## config.mk

```make
export PLATFORM = sky130hd
export DESIGN_NAME = video_scan_doubler
export DESIGN_NICKNAME = d
export VERILOG_FILES = /design/src/rtl/video_pkg.sv /design/src/rtl/line_buffer_ram.sv /design/src/rtl/video_scan_doubler.sv
export SDC_FILE = /design/constraint.sdc
export NUM_CORES = 1
export LEC_CHECK = 0
export CORE_MARGIN = 1.5
export CORE_UTILIZATION = 57
export DETAILED_ROUTE_END_ITERATION = 16
export GPL_TIMING_DRIVEN = 0
export PLACE_DENSITY = 0.81
export SLEW_MARGIN = 20
export SYNTH_ARGS = -nofsm -noshare
export SYNTH_HDL_FRONTEND = slang
export SYNTH_SLANG_ARGS = --single-unit
```

## constraint.sdc

```tcl
create_clock -name clk -period 2.3 [get_ports clk]
set_clock_uncertainty 0.2 [all_clocks]
set_input_delay 0.46 -clock clk [delete_from_list [all_inputs] [get_ports clk]]
set_output_delay 0.46 -clock clk [all_outputs]
set_load 0.005 [all_outputs]
```

## src/rtl/video_pkg.sv

```systemverilog
// Shared constants for the scan doubler: output FSM encoding, sync polarity
// and default geometry parameters.
package video_pkg;

    localparam logic [1:0] ST_IDLE   = 2'd0;
    localparam logic [1:0] ST_HSYNC  = 2'd1;
    localparam logic [1:0] ST_PIXELS = 2'd2;
    localparam logic [1:0] ST_BLANK  = 2'd3;

    // Level of videoSync during a sync pulse.
    localparam logic SYNC_ACTIVE = 1'b0;

    localparam int DEPTH_DEFAULT        = 64;
    localparam int HSYNC_MIN_DEFAULT    = 8;
    localparam int VSYNC_MIN_DEFAULT    = 64;
    localparam int HSYNC_LEN_DEFAULT    = 4;
    localparam int COUNTER_BITS_DEFAULT = 12;

endpackage

```

## src/rtl/line_buffer_ram.sv

```systemverilog
// Two-bank 1-bit line buffer: synchronous write, registered read,
// address = {bank, index}.
module line_buffer_ram
    import video_pkg::*;
#(
    parameter int depth = DEPTH_DEFAULT
) (
    input  logic                     clk,
    input  logic                     wr_en,
    input  logic [$clog2(depth):0]   wr_addr,
    input  logic                     wr_data,
    input  logic [$clog2(depth):0]   rd_addr,
    output logic                     rd_data
);

    logic mem [0:2*depth-1];

    always_ff @(posedge clk) begin
        if (wr_en) begin
            mem[wr_addr] <= wr_data;
        end
        rd_data <= mem[rd_addr];
    end

endmodule

```

## src/rtl/video_scan_doubler.sv

```systemverilog
// Captures each incoming scanline into one bank of a line buffer and replays
// the previous line twice per input line with regenerated VGA sync.
module video_scan_doubler
    import video_pkg::*;
#(
    parameter int depth       = DEPTH_DEFAULT,
    parameter int hsyncMin    = HSYNC_MIN_DEFAULT,
    parameter int vsyncMin    = VSYNC_MIN_DEFAULT,
    parameter int hsyncLen    = HSYNC_LEN_DEFAULT,
    parameter int counterBits = COUNTER_BITS_DEFAULT
) (
    input  logic                   clk,
    input  logic                   reset,
    input  logic                   videoSync,
    input  logic                   videoPixel,
    output logic                   vgaHsync,
    output logic                   vgaVsync,
    output logic                   vgaPixel,
    output logic [$clog2(depth):0] lineLength
);

    localparam int IW = $clog2(depth);
    localparam int CW = counterBits;
    localparam logic [CW-1:0] CNT_MAX = '1;
    localparam logic [IW:0]   FULL    = (IW+1)'(depth);

    logic [CW-1:0] low_count;
    logic [CW-1:0] period_count;
    logic [CW-1:0] half_period;
    logic [CW-1:0] out_count;
    logic          write_bank;
    logic          phase;
    logic [IW:0]   write_addr;
    logic [1:0]    state;
    logic          rep2;
    logic [IW:0]   rd_idx;
    logic          vld_p1;
    logic          rd_data;

    logic          in_sync;
    logic          line_start;
    logic          half_match;
    logic          restart;
    logic          write_en;
    logic          wr_bank;
    logic [IW:0]   write_idx;
    logic [IW:0]   wr_addr;
    logic [IW:0]   rd_addr;

    function automatic logic [CW-1:0] sat_inc(input logic [CW-1:0] v);
        return (v == CNT_MAX) ? v : v + 1'b1;
    endfunction

    // A line start is the first active clk after a long-enough sync run;
    // the bank swap and the first pixel write happen on that same clk.
    always_comb begin
        in_sync    = (videoSync == SYNC_ACTIVE);
        line_start = !in_sync && (low_count >= CW'(hsyncMin));
        half_match = !rep2 && (state != ST_IDLE) && (half_period != '0)
                     && (out_count == half_period - 1'b1);
        restart    = line_start || half_match;
        write_idx  = line_start ? '0 : write_addr;
        wr_bank    = line_start ? ~write_bank : write_bank;
        write_en   = !in_sync && (line_start || !phase) && (write_idx < FULL);
        wr_addr    = {wr_bank, write_idx[IW-1:0]};
        rd_addr    = {~write_bank, rd_idx[IW-1:0]};
    end

    line_buffer_ram #(.depth(depth)) u_ram (
        .clk     (clk),
        .wr_en   (write_en),
        .wr_addr (wr_addr),
        .wr_data (videoPixel),
        .rd_addr (rd_addr),
        .rd_data (rd_data)
    );

    // Input side: sync measurement and line capture.
    always_ff @(posedge clk) begin
        if (reset) begin
            low_count    <= '0;
            period_count <= '0;
            half_period  <= '0;
            write_bank   <= 1'b0;
            write_addr   <= '0;
            phase        <= 1'b0;
            lineLength   <= '0;
            vgaVsync     <= 1'b0;
        end else begin
            low_count    <= in_sync ? sat_inc(low_count) : '0;
            vgaVsync     <= in_sync && (low_count >= CW'(vsyncMin));
            period_count <= line_start ? '0 : sat_inc(period_count);
            if (line_start) begin
                write_bank  <= ~write_bank;
                lineLength  <= write_addr;
                half_period <= sat_inc(period_count) >> 1;
            end
            if (!in_sync) begin
                phase <= line_start ? 1'b1 : ~phase;
            end
            if (write_en) begin
                write_addr <= write_idx + 1'b1;
            end else if (line_start) begin
                write_addr <= '0;
            end
        end
    end

    // Output side: read issue, then RAM register (p1), then vgaPixel register.
    always_ff @(posedge clk) begin
        if (reset) begin
            state     <= ST_IDLE;
            rep2      <= 1'b0;
            out_count <= '0;
            rd_idx    <= '0;
            vld_p1    <= 1'b0;
            vgaHsync  <= 1'b0;
            vgaPixel  <= 1'b0;
        end else begin
            out_count <= restart ? '0 : sat_inc(out_count);
            vld_p1    <= !restart && (state == ST_PIXELS);
            vgaPixel  <= !restart && vld_p1 && rd_data;
            if (restart) begin
                state    <= ST_HSYNC;
                rep2     <= !line_start;
                vgaHsync <= 1'b1;
                rd_idx   <= '0;
            end else begin
                case (state)
                    ST_HSYNC: begin
                        if (out_count == CW'(hsyncLen - 1)) begin
                            vgaHsync <= 1'b0;
                            rd_idx   <= '0;
                            state    <= (lineLength == '0) ? ST_BLANK : ST_PIXELS;
                        end
                    end
                    ST_PIXELS: begin
                        if (rd_idx == lineLength - 1'b1) begin
                            state <= ST_BLANK;
                        end else begin
                            rd_idx <= rd_idx + 1'b1;
                        end
                    end
                    default: ;
                endcase
            end
        end
    end

endmodule

```

==> metrics.log, run 1 <==
[metrics] Tightest Pin Transition: approximately 880 ps
[metrics] drt first pass iters: 10
[metrics] Setup-failing EPs final: around 160
[metrics] HPWL after DPL: between 10000 and 15000 um
[metrics] CTS Root Buffer Type: clkbuf_16
[metrics] synth top area cells: edfxtp_1 (40%), dfxtp_1 (16%), nor2_1 (8.0%)
[metrics] Post-Syn Instances: 880
[metrics] Total Die Area: ~18000 um^2
[metrics] violated checks: setup timing
[metrics] IO Count: 14
[metrics] vias in the first global route: ~7700
[metrics] cell area after synthesis: just under 10000 um^2
[metrics] Layout Nets: ~990
[metrics] number of cell rows: 47
[metrics] most repeated cell in the gate-level netlist after synthesis: nor2_1
[metrics] final instance area: roughly 13000 um^2
[metrics] depth of the CTS H-tree: 1
[metrics] path type of the worst setup path: in -> reg
[metrics] final hold slack: roughly 220 ps
[metrics] leakage dissipation: between 4 and 5 nW
[metrics] Min-Delay Path Class: reg -> reg
[metrics] fraction of registers with async set/reset: 0%
[metrics] biggest area consumer among synthesized cells: edfxtp_1
[metrics] wire length of the first global-routing pass: ~43000 um
[metrics] number of buffers added by the clock tree synthesis step: 22
[metrics] number of cells on the worst hold path: 2
[metrics] power per standard cell area: 628 nW/um^2
[metrics] worst endpoint required time: 2320 ps
[metrics] pre-CTS setup slack: -886 ps
[metrics] startpoint type of the worst setup path: input port
[metrics] total nets after synthesis: between 800 and 900
[metrics] data arrival time of the critical path: about 2700 ps
[metrics] via/cell ratio: between 7 and 8
[metrics] Final Max Slew Viols: 0
[metrics] clock transition time at the flip-flop clock pins of the worst setup and hold paths: approximately 60 ps
[metrics] critical path capture point type: register
[metrics] overflow left after global routing: 0
[metrics] Slew headroom: 41.0%
[metrics] number of antenna violations at the first check in global routing: 0
[metrics] Inserted Diodes: 0
[metrics] Wirelength per Cell: 28.6 um
[metrics] Final Routed Wirelength: 34700 um
[metrics] register bit count reported by yosys: 206
[metrics] Final GP Congestion: 0.846
[metrics] core outline area: between 15000 and 20000 um^2
[metrics] maximum clock frequency: ~370 MHz
[metrics] worst r2r path cells: 8
[metrics] Via Count: around 8600
[metrics] post-route minimum period: between 2000 and 3000 ps
[metrics] Iter 0 DRT Violations: 1443
[metrics] final count of hold timing violations: 0
[metrics] count of yosys warnings during synthesis: 0
[metrics] CTS tree: built
[metrics] Post-DRT Antenna Nets: 0
[metrics] number of enable-type register cells in the synthesized netlist: around 130
[metrics] Die X-Extent: between 100 and 150 um
[metrics] slack of the critical path: -404 ps
[metrics] Peak VDD IR: 0.650 mV
[metrics] DRC violations left: 0
[metrics] prevailing post-synth register cell: edfxtp_1
[metrics] # Max-Cap Violations: 0
[metrics] area share of the largest cell type after synthesis: roughly 40%
[metrics] GRT Overall Usage: 31.2%
[metrics] final cycle utilization of the critical path: 118%
[metrics] run status: finished with violations
[metrics] height of the die: 133 um
[metrics] ratio of cells with drive above 1 in the final layout: approximately two fifths
[metrics] largest driver fanout on the critical path: 8
[metrics] clock sink total: 206
[metrics] number of port buffers: 13
[metrics] Initial Util: ~60%
[metrics] setup repair after global routing missed its margin: true
[metrics] placed instance area: 10100 um^2
[metrics] synth cell count leaders: nor2_1 (207), edfxtp_1 (128), dfxtp_1 (78), nand2_1 (57), a21oi_1 (40)
[metrics] clock buffer depth: 3
[metrics] Unique masters post-synth: 65
[metrics] Post-Synthesis Mean Instance Area: about 11 um^2
[metrics] Clk Latency, worst-skew pair: slightly above 500 ps
[metrics] final-layout fill cell count: 789
[metrics] proportion of synthesized chip area in sequential cells: between 50% and 60%
[metrics] pin count of the biggest net entering global routing: 79
[metrics] Area Overhead vs Synth: 37.0%
==> worst max-delay path: stages <==
cell             delay (ps)
clkdlybuf4s50_1         690
nand4_1                 210
buf_6                   190
nor4b_4                 310
buf_6                   220
nand3_4                 230
clkbuf_16               300
nor2_4                  100
==> state kept, by name, indices dropped and copies added, names as in the netlist, 2 cells and up <==
register,count
rd_idx,7
u_ram.mem,128
lineLength,7
out_count,12
state,2
write_addr,7
low_count,12
half_period,11
period_count,12
==> through the flow <==
stage          power [W]  cells  util (%)  TNS (ps)
2_1_floorplan    0.00445    880         -     -55.6
3_3_place_gp     0.00461   1113      61.0   -364010
3_5_place_dp     0.00462   1114      61.1   -100410
4_1_cts          0.00798   1192      73.1     -4040
5_1_grt          0.00845   1215      79.9    -38600
6_report         0.00833   1215      79.9    -33270
==> area by class of cell <==
type                       count  area, um^2  area share, %
buffer                        42         418           3.15
clock buffer                  33         643           4.85
multi-input combinational    610        5390           40.7
sequential                   206        5450           41.1
tap                          220         275           2.08
timing repair buffer          81         981           7.40
clock inverter                 7        40.0          0.302
inverter                      16        60.1          0.453
==> final timing paths <==
| kind | slack [ps] | endpoint | start |
|---|---|---|---|
| min | 220 | vgaPixel$_SDFF_PP0_ | vld_p1$_SDFF_PP0_ |
| max reg2reg | -380 | u_ram.mem[55]$_DFFE_PP_ | low_count[8]$_SDFFE_PP0P_ |
| max | -400 | u_ram.mem[55]$_DFFE_PP_ | videoSync |
| min reg2reg | 220 | vgaPixel$_SDFF_PP0_ | vld_p1$_SDFF_PP0_ |
==> timing repair <==
action | in CTS | in global routing
hold endpoints to repair | 0 | 0
pin swaps | 61 | 58
gates resized for setup | 233 | 237
buffers inserted | 37 | 23
cloned | 5 | 3
hold buffers | 0 | 0
endpoints found under the setup margin | 151 | 185
==> where the power goes <==
part	switching [W]	internal, W	leakage [nW]
combinational	0.000522	0.000304	2.15
sequential	0.0000429	0.00395	1.79
clock	0.00156	0.00194	0.340
==> cell usage in the layout (no fill, tap or decap), drive strengths merged, types with 4 or more instances in the layout <==
| cell type | instances |
|---|---|
| dfxtp | 78 |
| mux4 | 28 |
| edfxtp | 128 |
| and2 | 7 |
| o21ai | 11 |
| nor3 | 22 |
| nor2b | 10 |
| nand2b | 10 |
| xor2 | 26 |
| nor2 | 207 |
| inv | 19 |
| clkbuf | 63 |
| xnor2 | 25 |
| nand3 | 23 |
| a211oi | 10 |
| a31oi | 6 |
| clkdlybuf4s50 | 12 |
| mux2i | 25 |
| nand2 | 57 |
| buf | 81 |
| nand3b | 4 |
| a21oi | 40 |
| or3 | 4 |
| nand4 | 19 |
| nor4 | 8 |
| ha | 11 |
| clkinv | 4 |
| and3 | 10 |
==> layer usage <==
| layer | part of all wire, % | global-route usage, % | wire length (um) |
|---|---|---|---|
| met5 | 0 | 0 | 0 |
| met4 | 8.3 | 14.7 | 2900 |
| met3 | 12 | 5.44 | 4220 |
| met2 | 46 | 50.9 | 15800 |
| met1 | 34 | 40.8 | 11800 |
==> cell families (layout without fill, tap and decap cells) <==
family	Yosys count	in the layout	share of synthesized area (%)
AOI/OAI and AO/OA	98	98	6.53
adders and majority gates	11	11	1.42
DFF	206	206	55.9
and+or+nand+nor	397	397	19.6
muxes	53	53	9.10
buffers and inverters	64	179	2.83
xor gates and xnor gates	51	51	4.62
(Power assumes the default switching activity.)
==> run 2, diff against run 1 <==
--- a/config.mk
+++ b/config.mk
@@ -5,11 +5,13 @@
 export SDC_FILE = /design/constraint.sdc
 export NUM_CORES = 1
 export LEC_CHECK = 0
+export CAP_MARGIN = 20
 export CORE_MARGIN = 1.5
 export CORE_UTILIZATION = 57
 export DETAILED_ROUTE_END_ITERATION = 16
 export GPL_TIMING_DRIVEN = 0
 export PLACE_DENSITY = 0.81
+export RECOVER_POWER = 100
 export SLEW_MARGIN = 20
 export SYNTH_ARGS = -nofsm -noshare
 export SYNTH_HDL_FRONTEND = slang
==> constraint.sdc (replaced) <==
create_clock -name clk -period 2.45 [get_ports clk]
set_clock_uncertainty 0.2 [all_clocks]
set_input_delay 0.49 -clock clk [delete_from_list [all_inputs] [get_ports clk]]
set_output_delay 0.49 -clock clk [all_outputs]
set_load 0.005 [all_outputs]
==> run 2 against run 1 <==
Compared with the run above:
- the run still ends with setup timing left
- highest routed layer unchanged
- utilization down 7.7 points
- clock-buffer cell count down 3
- setup slack better by 300 ps
- design area down 9.6%
==> metrics.log, run 2 (same netlist as run 1, synthesis figures left out) <==
[metrics] leakage dissipation: 3.97 nW (-7.5%)
[metrics] slack of the worst reg-to-reg path: -110 ps (+270 ps)
[metrics] Final Max Slew Viols: 0 (unchanged)
[metrics] number of cell rows: 47 (unchanged)
[metrics] slowest cell delay on critical path: 570 ps (-120 ps)
[metrics] post-route minimum period: 2560 ps
[metrics] pre-CTS setup slack: -845 ps (+41.3 ps)
[metrics] Tightest Pin Transition: 1400 ps (+520 ps)
[metrics] core outline area: 16600 um^2 (unchanged)
[metrics] clock sink total: 206 (unchanged)
[metrics] power per standard cell area: 685 nW/um^2 (+9.0%)
[metrics] Via Count: 7573 (-12%)
[metrics] number of antenna violations at the first check in global routing: 0 (unchanged)
[metrics] startpoint type of the worst setup path: register
[metrics] register name with the most flops: u_ram.mem
[metrics] end of the worst register-to-register path: state[1]$_SDFFE_PP0P_
[metrics] Placed Instances: 1114 (unchanged)
[metrics] GRT Overall Usage: 26.3% (-4.9 points)
[metrics] wire length of the first global-routing pass: 37100 um (-13%)
[metrics] via/cell ratio: 6.43 (-9.0%)
[metrics] path type of the worst setup path: reg -> reg
[metrics] final hold slack: 257 ps (+34.2 ps)
[metrics] Peak VDD IR: 0.544 mV (-16%)
[metrics] number of buffers added by the clock tree synthesis step: 22 (unchanged)
[metrics] hold endpoint: rep2$_SDFFE_PP0P_
[metrics] Final GP Congestion: 0.858 (+1.5%)
[metrics] critical path capture point type: register
[metrics] critical-path cell with the highest stage delay: or4_4
[metrics] CTS tree: built
[metrics] overflow left after global routing: 0 (unchanged)
[metrics] worst hold start: rep2$_SDFFE_PP0P_
[metrics] worst r2r path cells: 8 (unchanged)
[metrics] Die X-Extent: 133 um (unchanged)
[metrics] Total Die Area: 17800 um^2 (unchanged)
[metrics] final instance area: 12000 um^2 (-9.6%)
[metrics] commonest non-fill, non-tap cell in the layout: nor2_1
[metrics] DRC violations left: 0 (unchanged)
[metrics] Hold Buf Count CTS: 0 (unchanged)
[metrics] slack of the critical path: -106 ps (+298 ps)
[metrics] number of flip-flops under the largest register name: 128 (unchanged)
[metrics] HPWL after DPL: 14100 um (-2.1%)
[metrics] final-layout fill cell count: 1000 (+27%)
[metrics] post-route non-filler standard cell count: 1177 (-3.1%)
[metrics] Clk Latency, worst-skew pair: 510 ps (about the same)
[metrics] number of cells on the worst hold path: 2 (unchanged)
[metrics] Min-Delay Path Class: reg -> reg
[metrics] Area Overhead vs Synth: 23.9%
[metrics] clock buffer depth: 3 (unchanged)
[metrics] placed instance area: 10100 um^2 (-0.23%)
[metrics] Final Routed Wirelength: 26100 um (-25%)
[metrics] pin count of the biggest net entering global routing: 96 (+22%)
[metrics] Setup-failing EPs final: 40 (-75%)
[metrics] Wirelength per Cell: 22.2 um (-22%)
[metrics] number of port buffers: 13 (unchanged)
[metrics] Initial Util: 58.3% (unchanged)
[metrics] Iter 0 DRT Violations: 1181 (-18%)
[metrics] final cycle utilization of the critical path: 104%
[metrics] Slew headroom: 6.47% (-35 points)
[metrics] worst endpoint required time: 2640 ps (+320 ps)
[metrics] top library cells by usage in the layout, fill and taps aside: nor2_1 (172), edfxtp_1 (128), dfxtp_1 (67)
[metrics] vias in the first global route: 7011 (-8.4%)
[metrics] run status: finished with violations
[metrics] # Max-Cap Violations: 0 (unchanged)
[metrics] Reg-to-Reg Start: half_period[3]$_SDFFE_PP0P_
[metrics] final count of hold timing violations: 0 (unchanged)
[metrics] data arrival time of the critical path: 2750 ps (+20 ps)
[metrics] startpoint of the worst setup timing path: half_period[3]$_SDFFE_PP0P_
[metrics] depth of the CTS H-tree: 1 (unchanged)
[metrics] largest driver fanout on the critical path: 5 (-3)
[metrics] ratio of cells with drive above 1 in the final layout: 24.6% (-15 points)
[metrics] IO Count: 14 (unchanged)
[metrics] drt first pass iters: 6 (-4)
[metrics] clock transition time at the flip-flop clock pins of the worst setup and hold paths: 60 ps (about the same)
[metrics] height of the die: 133 um (unchanged)
[metrics] Post-DRT Antenna Nets: 0 (unchanged)
[metrics] CTS Root Buffer Type: clkbuf_16
[metrics] Layout Nets: 956 (-3.8%)
[metrics] setup repair after global routing missed its margin: true
[metrics] crit path cell chain: or4_4, nor4b_4, xnor2_1, and4_4, nand4_4, nand2b_4, clkbuf_16, nor2_1
[metrics] maximum clock frequency: between 300 and 400 MHz
[metrics] violated checks: setup timing
[metrics] Inserted Diodes: 0 (unchanged)
## run 2: changes by cell type in the layout (fill, tap and decap cells not counted), moves of 5 or more
cell	before	now
dfxtp_1	58	67
clkbuf_16	33	28
bufinv_16	0	5
nor2_1	92	172
buf_6	32	14
dfxtp_2	13	5
nor2_4	99	20
buf_4	25	15
nand2_8	6	0
buf_12	14	7
## run 2: layer usage
layer,track usage [%],vias to the layer above,wire length [um]
li1,-,3283,-
met1,36.3,3683,9810
met2,43.1,501,12600
met3,3.61,106,2590
met4,9.18,0,1140
met5,0,-,0
## run 2: through the flow
| stage | util, % | TNS (ps) | power [W] |
|---|---|---|---|
| after global routing | 72.3 | -9960 | 0.00839 |
| after global placement | 60.8 | -334450 | 0.00433 |
| after CTS | 68.6 | -1270 | 0.00810 |
| final | 72.3 | -2160 | 0.00821 |
| after detailed placement | 61.0 | -89340 | 0.00433 |
| after floorplan | - | 0 | 0.00417 |
## run 2: final cells by class
| type | instances | area (um^2) | area share (%) |
|---|---|---|---|
| sequential | 206 | 5430 | 45.3 |
| timing repair buffer | 42 | 484 | 4.04 |
| multi-input combinational | 610 | 4510 | 37.6 |
| clock inverter | 10 | 178 | 1.48 |
| tap | 220 | 275 | 2.30 |
| clock buffer | 30 | 664 | 5.54 |
| buffer | 43 | 382 | 3.18 |
| inverter | 16 | 60.1 | 0.501 |
## run 2: power by group
group          internal [W]  switching [W]  leakage [nW]
combinational      0.000231       0.000414          1.76
sequential          0.00371      0.0000378          1.79
clock               0.00243        0.00139         0.416
total               0.00637        0.00184          3.97
## run 2: repair_timing
item                       4_1_cts  5_1_grt
cloned                           1        4
buffers inserted                14        9
pin swaps                       10       40
setup endpoints to repair      148      153
gates resized for setup         85      132
## run 2: worst max-delay path: cells and delay by family, from the launching register on
| kind | cells | cell delay (ps) |
|---|---|---|
| DFF | 1 | 360 |
| buffers and inverters | 1 | 190 |
| xor gates and xnor gates | 1 | 190 |
| and+or+nand+nor | 6 | 1470 |
## run 2: worst max-delay path by stage
stage / to / slack [ps] / cells past startpoint
final: state[1]$_SDFFE_PP0P_ / -110 / 8
after global routing: rd_idx[2]$_SDFFE_PP0P_ / -220 / 9
after CTS: rd_idx[4]$_SDFFE_PP0P_ / -70 / 9
after detailed placement: u_ram.mem[99]$_DFFE_PP_ / -840 / 6
after global placement: u_ram.mem[98]$_DFFE_PP_ / -1970 / 1
after floorplan: rd_idx[6]$_SDFFE_PP0P_ / 60 / 9
==> run 3, diff against run 2 <==
--- a/config.mk
+++ b/config.mk
@@ -10,9 +10,10 @@
 export CORE_UTILIZATION = 57
 export DETAILED_ROUTE_END_ITERATION = 16
 export GPL_TIMING_DRIVEN = 0
-export PLACE_DENSITY = 0.81
+export PLACE_DENSITY = 0.76
 export RECOVER_POWER = 100
 export SLEW_MARGIN = 20
 export SYNTH_ARGS = -nofsm -noshare
 export SYNTH_HDL_FRONTEND = slang
 export SYNTH_SLANG_ARGS = --single-unit
+export TNS_END_PERCENT = 1
==> run 3 against run 2 <==
Compared with the run above:
- the flow finishes with violations (capacitance limit, slew limit, setup timing)
- clock power is 22% lower
- first-iteration DRC count shrank 45%
- clock-buffer cell count is 6 lower
- sequential power about the same
- design area is 5.5% lower
- flip-flop and latch count stayed put
- sequential share of layout area up 2.5 points
- via count decreased by 7.7%
- utilization is 4.0 points lower
- global-route usage down 1.6 points
- largest cell class unchanged
- largest power group is now sequential cells
==> metrics.log, run 3 (same netlist as run 1, synthesis figures left out) <==
[metrics] core outline area: 16600 um^2 (unchanged)
[metrics] final-layout fill cell count: 1204 (+20%)
[metrics] critical path capture point type: register
[metrics] violated checks: capacitance limit, slew limit, setup timing
[metrics] worst endpoint required time: 2460 ps (-180 ps)
[metrics] # Max-Cap Violations: 1 (+1)
[metrics] ratio of cells with drive above 1 in the final layout: 18.0% (-6.6 points)
[metrics] commonest non-fill, non-tap cell in the layout: nor2_1
[metrics] depth of the CTS H-tree: 1 (unchanged)
[metrics] CTS tree: built
[metrics] path type of the worst setup path: reg -> reg
[metrics] final count of hold timing violations: 0 (unchanged)
[metrics] Area Overhead vs Synth: 17.1%
[metrics] via/cell ratio: 5.96 (-7.4%)
[metrics] overflow left after global routing: 0 (unchanged)
[metrics] Final GP Congestion: 0.871 (+1.5%)
[metrics] maximum clock frequency: 403 MHz (+2.9%)
[metrics] Clk Latency, worst-skew pair: 520 ps (about the same)
[metrics] DRC violations left: 0 (unchanged)
[metrics] pin count of the biggest net entering global routing: 87 (-9.4%)
[metrics] slack of the critical path: -34.0 ps (+72.0 ps)
[metrics] power per standard cell area: 644 nW/um^2 (-6.0%)
[metrics] Hold Buf Count CTS: 0 (unchanged)
[metrics] vias in the first global route: 6644 (-5.2%)
[metrics] Tightest Pin Transition: 1600 ps (+196 ps)
[metrics] post-route minimum period: 2480 ps (-72.0 ps)
[metrics] clock sink total: 206 (unchanged)
[metrics] Min-Delay Path Class: reg -> reg
[metrics] Total Die Area: 17800 um^2 (unchanged)
[metrics] Via Count: 6989 (-7.7%)
[metrics] IO Count: 14 (unchanged)
[metrics] number of cell rows: 47 (unchanged)
[metrics] area used by sequential logic in the layout: 5420 um^2 (-0.25%)
[metrics] HPWL after DPL: 14100 um (about the same)
[metrics] area of the multi-input gates: 4240 um^2 (-5.9%)
[metrics] Die X-Extent: 133 um (unchanged)
[metrics] Layout Nets: 953 (-0.31%)
[metrics] Iter 0 DRT Violations: 655 (-45%)
[metrics] height of the die: 133 um (unchanged)
[metrics] startpoint type of the worst setup path: register
[metrics] Setup-failing EPs final: 31 (-23%)
[metrics] run status: finished with violations
[metrics] leakage dissipation: 3.77 nW (-5.0%)
[metrics] data arrival time of the critical path: 2500 ps (-250 ps)
[metrics] largest driver fanout on the critical path: 6 (+1)
[metrics] Sum Neg Setup Slack: -386 ps (+1770 ps)
[metrics] Post-DRT Antenna Nets: 0 (unchanged)
[metrics] GRT Overall Usage: 24.6% (-1.6 points)
[metrics] CTS Root Buffer Type: clkbuf_16
[metrics] register name with the most flops: u_ram.mem
[metrics] final cycle utilization of the critical path: 101% (-2.9 points)
[metrics] wire length of the first global-routing pass: 34400 um (-7.3%)
[metrics] Peak VDD IR: 0.534 mV (-1.9%)
[metrics] number of buffers added by the clock tree synthesis step: 22 (unchanged)
[metrics] top library cells by usage in the layout, fill and taps aside: nor2_1 (201), edfxtp_1 (128), dfxtp_1 (70)
[metrics] number of port buffers: 13 (unchanged)
[metrics] clock transition time at the flip-flop clock pins of the worst setup and hold paths: 60 ps (about the same)
[metrics] setup repair after global routing missed its margin: true
[metrics] Initial Util: 58.3% (unchanged)
[metrics] final hold slack: 241 ps (-15.8 ps)
[metrics] Final Routed Wirelength: 22300 um (-14%)
[metrics] clock buffer depth: 3 (unchanged)
[metrics] number of antenna violations at the first check in global routing: 1 (+1)
[metrics] number of flip-flops under the largest register name: 128 (unchanged)
[metrics] Wirelength per Cell: 19.0 um (-14%)
[metrics] Final Max Slew Viols: 44 (+44)
[metrics] Slew headroom: -6.59% (-13 points)
[metrics] drt first pass iters: 6 (unchanged)
run 3: stage by stage:
step | std cells | instance area [um^2] | total power (W) | utilization [%] | worst slack [ps]
4_1_cts | 1156 | 11000 | 0.00727 | 66.4 | -50.5
5_1_grt | 1173 | 11300 | 0.00748 | 68.3 | -120
6_report | 1173 | 11300 | 0.00729 | 68.3 | -34.0
3_5_place_dp | 1114 | 10100 | 0.00433 | 61.0 | -923
3_3_place_gp | 1113 | 10100 | 0.00433 | 60.8 | -2020
2_1_floorplan | 880 | 9680 | 0.00417 | - | 63.1
run 3: area by class of cell:
| cell class | count | area share (%) |
|---|---|---|
| sequential | 206 | 47.9 |
| multi-input combinational | 611 | 37.5 |
| clock buffer | 24 | 4.93 |
| buffer | 45 | 3.19 |
| timing repair buffer | 36 | 2.95 |
| tap | 220 | 2.43 |
| clock inverter | 14 | 0.630 |
| inverter | 16 | 0.530 |
| antenna | 1 | 0.0221 |
run 3: worst paths after layout:
kind	from	end	slack, ps	cells past startpoint
worst max-delay path	low_count[7]$_SDFFE_PP0P_	u_ram.mem[55]$_DFFE_PP_	-30	8
worst max register to register	low_count[7]$_SDFFE_PP0P_	u_ram.mem[55]$_DFFE_PP_	-30	8
worst min-delay path	u_ram.rd_data$_DFF_P_	vgaPixel$_SDFF_PP0_	240	2
worst min register to register	u_ram.rd_data$_DFF_P_	vgaPixel$_SDFF_PP0_	240	2
run 3: where the power goes:
group	internal (W)	switching, W	leakage [nW]
sequential	0.00372	0.0000394	1.79
clock	0.00163	0.00133	0.309
combinational	0.000212	0.000353	1.67
total	0.00556	0.00173	3.77
run 3: critical path, stage by stage, from the launching register on:
cell	delay (ps)
dfxtp_4	370
nor4_4	340
nand4_1	130
buf_4	180
nor4b_4	250
buf_4	210
nand3_4	150
clkbuf_16	240
nor2_1	120
run 3: timing repair:
| item | CTS | global route |
|---|---|---|
| gates cloned | 0 | 3 |
| endpoints found under the setup margin | 150 | 136 |
| pin swaps | 5 | 14 |
| hold endpoints to repair | 0 | 0 |
| buffers inserted | 5 | 15 |
| gates resized for setup | 68 | 59 |
run 3: routing by layer:
layer  vias up  part of all wire (%)  track usage (%)
li1       3290                     -                -
met1      3388                    44             34.5
met2       258                    48             40.2
met3        53                   6.0             3.84
met4         0                   2.3             7.07
met5         -                     0                0
